### src/rtl/exc_commit.sv
// Exception/ERET commit stage: picks one event per MEM instruction by fixed priority,
// strobes cp0, flushes the pipe, offers a redirect PC to fetch and then drains.
// Optional commit counters are built only when EXC_COMMIT_CNT_EN is defined.
`timescale 1ns/1ps
module exc_commit #(
    parameter logic [31:0] EXC_VECTOR   = 32'hBFC0_0380,
    parameter int unsigned DRAIN_CYCLES = 2
) (
    input  logic        clk,
    input  logic        resetn,
    input  logic        mem_valid,
    input  logic        mem_stall,
    input  logic [31:0] mem_pc,
    input  logic        mem_bd,
    input  logic [31:0] mem_daddr,
    input  logic        mem_adel_if,
    input  logic        mem_ri,
    input  logic        mem_ov,
    input  logic        mem_sys,
    input  logic        mem_bp,
    input  logic        mem_adel_ld,
    input  logic        mem_ades_st,
    input  logic        mem_eret,
    input  logic        int_response,
    input  logic [31:0] cp0_epc,
    output logic        exc_valid,
    output logic [4:0]  exc_excode,
    output logic        exc_bd,
    output logic [31:0] exc_epc,
    output logic [31:0] exc_badvaddr,
    output logic        exc_eret,
    output logic        flush,
    output logic        redirect_valid,
    output logic [31:0] redirect_pc,
    input  logic        redirect_ready,
    output logic [31:0] exc_count,
    output logic [31:0] int_count
);

    typedef enum logic [1:0] {IDLE, REDIR, DRAIN} state_t;

    localparam logic [3:0] DRAIN_LOAD = (DRAIN_CYCLES == 0) ? 4'd0 : 4'(DRAIN_CYCLES - 1);

    state_t      state_reg, state_next;
    logic        int_pend_reg;
    logic [3:0]  drain_cnt_reg, drain_cnt_next;
    logic [31:0] redirect_pc_reg, redirect_pc_next;

    logic any_fault;
    logic commit;
    logic is_eret;

    // resetn gates commit so the combinational strobes read 0 while reset is held
    assign any_fault = int_pend_reg | mem_adel_if | mem_ri | mem_ov | mem_sys |
                       mem_bp | mem_adel_ld | mem_ades_st;
    assign commit    = resetn && (state_reg == IDLE) && mem_valid && !mem_stall &&
                       (any_fault || mem_eret);
    assign is_eret   = !any_fault && mem_eret;

    always_ff @(posedge clk or negedge resetn) begin
        if (!resetn) begin
            state_reg       <= IDLE;
            int_pend_reg    <= 1'b0;
            drain_cnt_reg   <= 4'd0;
            redirect_pc_reg <= 32'd0;
        end else begin
            state_reg       <= state_next;
            int_pend_reg    <= int_response;
            drain_cnt_reg   <= drain_cnt_next;
            redirect_pc_reg <= redirect_pc_next;
        end
    end

    always_comb begin
        state_next       = state_reg;
        drain_cnt_next   = drain_cnt_reg;
        redirect_pc_next = redirect_pc_reg;
        case (state_reg)
            IDLE: begin
                if (commit) begin
                    state_next       = REDIR;
                    redirect_pc_next = is_eret ? cp0_epc : EXC_VECTOR;
                end
            end
            REDIR: begin
                if (redirect_ready) begin
                    if (DRAIN_CYCLES == 0) begin
                        state_next = IDLE;
                    end else begin
                        state_next     = DRAIN;
                        drain_cnt_next = DRAIN_LOAD;
                    end
                end
            end
            DRAIN: begin
                if (drain_cnt_reg == 4'd0) begin
                    state_next = IDLE;
                end else begin
                    drain_cnt_next = drain_cnt_reg - 4'd1;
                end
            end
            default: state_next = IDLE;
        endcase
    end

    // Commit payload is driven only in the commit cycle; zero otherwise
    always_comb begin
        exc_valid    = commit;
        exc_excode   = 5'h00;
        exc_bd       = 1'b0;
        exc_epc      = 32'd0;
        exc_badvaddr = 32'd0;
        exc_eret     = 1'b0;
        if (commit) begin
            if (is_eret) begin
                exc_eret = 1'b1;
                exc_epc  = mem_pc;
            end else begin
                exc_bd  = mem_bd;
                exc_epc = mem_bd ? (mem_pc - 32'd4) : mem_pc;
                if (int_pend_reg) begin
                    exc_excode = 5'h00;
                end else if (mem_adel_if) begin
                    exc_excode   = 5'h04;
                    exc_badvaddr = mem_pc;
                end else if (mem_ri) begin
                    exc_excode = 5'h0A;
                end else if (mem_ov) begin
                    exc_excode = 5'h0C;
                end else if (mem_sys) begin
                    exc_excode = 5'h08;
                end else if (mem_bp) begin
                    exc_excode = 5'h09;
                end else if (mem_adel_ld) begin
                    exc_excode   = 5'h04;
                    exc_badvaddr = mem_daddr;
                end else begin
                    exc_excode   = 5'h05;
                    exc_badvaddr = mem_daddr;
                end
            end
        end
    end

    assign flush          = commit || (state_reg != IDLE);
    assign redirect_valid = (state_reg == REDIR);
    assign redirect_pc    = redirect_pc_reg;

`ifdef EXC_COMMIT_CNT_EN
    logic [31:0] exc_count_reg;
    logic [31:0] int_count_reg;

    // An interrupt always wins priority, so int_pend at commit marks an interrupt commit
    always_ff @(posedge clk or negedge resetn) begin
        if (!resetn) begin
            exc_count_reg <= 32'd0;
            int_count_reg <= 32'd0;
        end else begin
            if (commit && !is_eret) exc_count_reg <= exc_count_reg + 32'd1;
            if (commit && int_pend_reg) int_count_reg <= int_count_reg + 32'd1;
        end
    end

    assign exc_count = exc_count_reg;
    assign int_count = int_count_reg;
`else
    assign exc_count = 32'd0;
    assign int_count = 32'd0;
`endif

endmodule

### config.mk
export PLATFORM = sky130hd
export DESIGN_NAME = exc_commit
export DESIGN_NICKNAME = d
export VERILOG_FILES = /design/src/rtl/exc_commit.sv
export SDC_FILE = /design/constraint.sdc
export NUM_CORES = 1
export LEC_CHECK = 0
export CORE_AREA = 2 2 108 110
export CTS_CLUSTER_SIZE = 10
export DETAILED_ROUTE_END_ITERATION = 10
export DIE_AREA = 0 0 110 112
export PLACE_DENSITY_LB_ADDON = 0.1
export SETUP_SLACK_MARGIN = 0.15
export SLEW_MARGIN = 10
export SYNTH_ARGS = -nofsm -noshare
export SYNTH_HDL_FRONTEND = slang
export SYNTH_SLANG_ARGS = --single-unit
### constraint.sdc
create_clock -name clk -period 5.08 [get_ports clk]
set_input_delay 1.016 -clock clk [delete_from_list [all_inputs] [get_ports clk]]
set_output_delay 1.016 -clock clk [all_outputs]
set_load 0.02 [all_outputs]
==> run summary <==
Status: complete, no violations
Clock Tree Buf Depth: 2
DRT antenna net count: 0
Sequential share of power: 33.6%
GRT Residual Overflow: 0
Slew Limit Headroom: 59.2%
Worst Skew: 0.00687 ns
Critical path arrival: 3.79 ns
Worst Path Required: 4.06 ns
Critical path type: input port to output port
CP startpoint: mem_pc[6]
Period utilization: 94.6%
Commonest cells post-synth: buf_4 (65), a21oi_1 (48), nand3_1 (44)
Die Ht: 112 um
Async SR Flop Fraction: 100%
GR peak layer: met2
Sw Share: 34.2%
Synth top area cells: dfrtp_1 (27%), buf_4 (13%), a21oi_1 (6.6%), nand3_1 (6.1%), a22o_1 (5.3%)
CP max FO: 18
Port bufs: 215
Yosys cell types: 50
Vias in the first global route: 3,982
Clk pwr share: 27.9%
Met1 Use GR: 23.6%
CTS tree: yes
Synth Instances: 458
R2R depth: 8
Sequential fraction of the synthesis area: 26.9%
Worst r2r src: int_pend_reg
Critical Path End Type: output port
P_int: 707 uW
Met2 global-route usage: 35.8%
Post-synth EDFFs: 0
Post-Syn Area: 3620 um2
CTS root buffer: clkbuf_16
Via/cell ratio: 5.06
Area of the die: 12,300 um2
Fmax: 0.208 GHz
Top FF cell, synth: dfrtp_1
Clk_lat worst skew: 0.28 ns
Hold Buf Count CTS: 0
Worst IR Drop VDD: 0.000168 V
WL per Instance: 16.3 um
Fillers: 1,080
1st-iter DRT viols: 225
Clock transition at path regs: 0.06 ns
Post-route cell area: 5980 um2
Power Density: 180 nW/um2
Max FFs per register: 32
Endpoints failing hold: 0
# IOs: 281
Die width: 110 um
Max-slew violations: 0
Final setup vio count: 0
Layout cell share with drive strength beyond 1: 8.30%
Clock Sinks: 39
Yosys top cell area share: 26.9%
Comb power frac: 38.5%
Hold Crit Start: drain_cnt_reg[0]
P_sw: 368 uW
Leak: 0.00235 uW
RSZ-0062 raised after global routing: false
Nets@finish: 788
Core Area: 11,200 um2
Most frequent cell after synthesis: buf_4
Total track usage: 20.4%
Total number of vias: 4,135
Worst-Margin Slew: 0.612 ns
Synthesis-to-finish area growth: 65.1%
DRC Markers: 0
First-pass GRT wire length: 20,000 um
Number of inserted diodes: 0
Initial antenna violation count: 0
CTS Buf Count: 5
Cell Area, Placed: 5820 um2
Synth Register Bits: 39
H-tree depth: 2
Fin Setup TNS: 0 ns
Placer Congestion: 0.813
Maximum number of pins on one net before global-route repair: 40
Final WL: 13,300 um
Worst setup SP type: input port
Avg Cell Area, Syn: 7.91 um2
Yosys top cell by area: dfrtp_1
Dpl hpwl: 10,300 um
MaxCap Viol Count: 0
YS warnings: 0
Met3 usage: 5.09%
Site Rows: 39
Initial core utilization: 32.4%
Hold WC Path Type: flip-flop to flip-flop
Worst hold path cell count: 1
Min Tclk post-route: 4.81 ns
Drt first pass iters: 4
## metal layers
metal	part of all wire (%)	routed length (um)
met1	39	5210
met2	49	6540
met4	2.9	387
met3	8.8	1170
met5	0	0
## timing repair
item,in CTS,in global routing
setup endpoints to repair,0,7
endpoints found under the hold margin,0,0
gates resized for setup,0,7
buffers inserted,0,0
## area by class of cell
cell class / count / area (um2) / share of cell area, %
sequential: 39 / 976 / 16.3
multi-input combinational: 375 / 2250 / 37.6
inverter: 8 / 30.0 / 0.502
clock buffer: 5 / 125 / 2.09
clock inverter: 2 / 13.8 / 0.230
tap: 143 / 179 / 2.99
timing repair buffer: 246 / 2400 / 40.2
## per-stage QoR
stage               hold WS, ns  std cells  setup WS, ns  total power (uW)  util, %
floorplan                 0.459        522          1.12               603        -
global placement          0.482        811         0.180               770     52.0
detailed placement        0.489        811         0.178               779     52.0
CTS                       0.496        818         0.178              1080     53.3
global route              0.525        818         0.200              1140     53.5
finish                    0.496        818         0.274              1070     53.5
## critical path: stages
cell and delay (ns):
clkdlybuf4s50_1 0.42, or4_4 0.54, or4_1 0.40, buf_4 0.22
nor4_2 0.32, mux2i_1 0.24, clkdlybuf4s50_1 0.63
## power by group through the flow
stage               combinational (uW)  sequential, uW  clock (uW)
floorplan                          238             365           0
global placement                   407             364           0
detailed placement                 415             365           0
CTS                                416             360         305
global route                       452             364         319
finish                             414             361         300
## placed cells by master, fill, tap and decap left out, types with 12 or more instances in the layout
master	n
nor2_1	17
nand2_1	38
conb_1	65
clkdlybuf4s50_1	209
nand3_1	44
nand3b_1	13
dfrtp_1	39
o22a_1	12
a22o_1	22
a21oi_1	48
buf_4	30
## path summary, 6_finish.rpt
path / to / slack [ns]
hold reg to reg: drain_cnt_reg[0] / 0.50
setup reg to reg: redirect_pc[11] / 2.99
min in group asynchronous: redirect_pc[10] / 0.83
hold / removal: drain_cnt_reg[0] / 0.50
max in group asynchronous: redirect_pc[12] / 3.91
setup / recovery: exc_epc[24] / 0.27
## cell families (layout without fill, tap and decap cells)
logic type	count (synthesis)	after routing	synth area share [%]
flops	39	39	26.9
buf+inv	108	261	18.3
other cells	1	65	0.104
compound gates	111	111	20.8
xor+xnor	5	5	1.21
mux	11	11	3.07
simple gates	181	181	28.9
fa+ha+maj	2	2	0.691
Power figures use the tool's default switching activity.
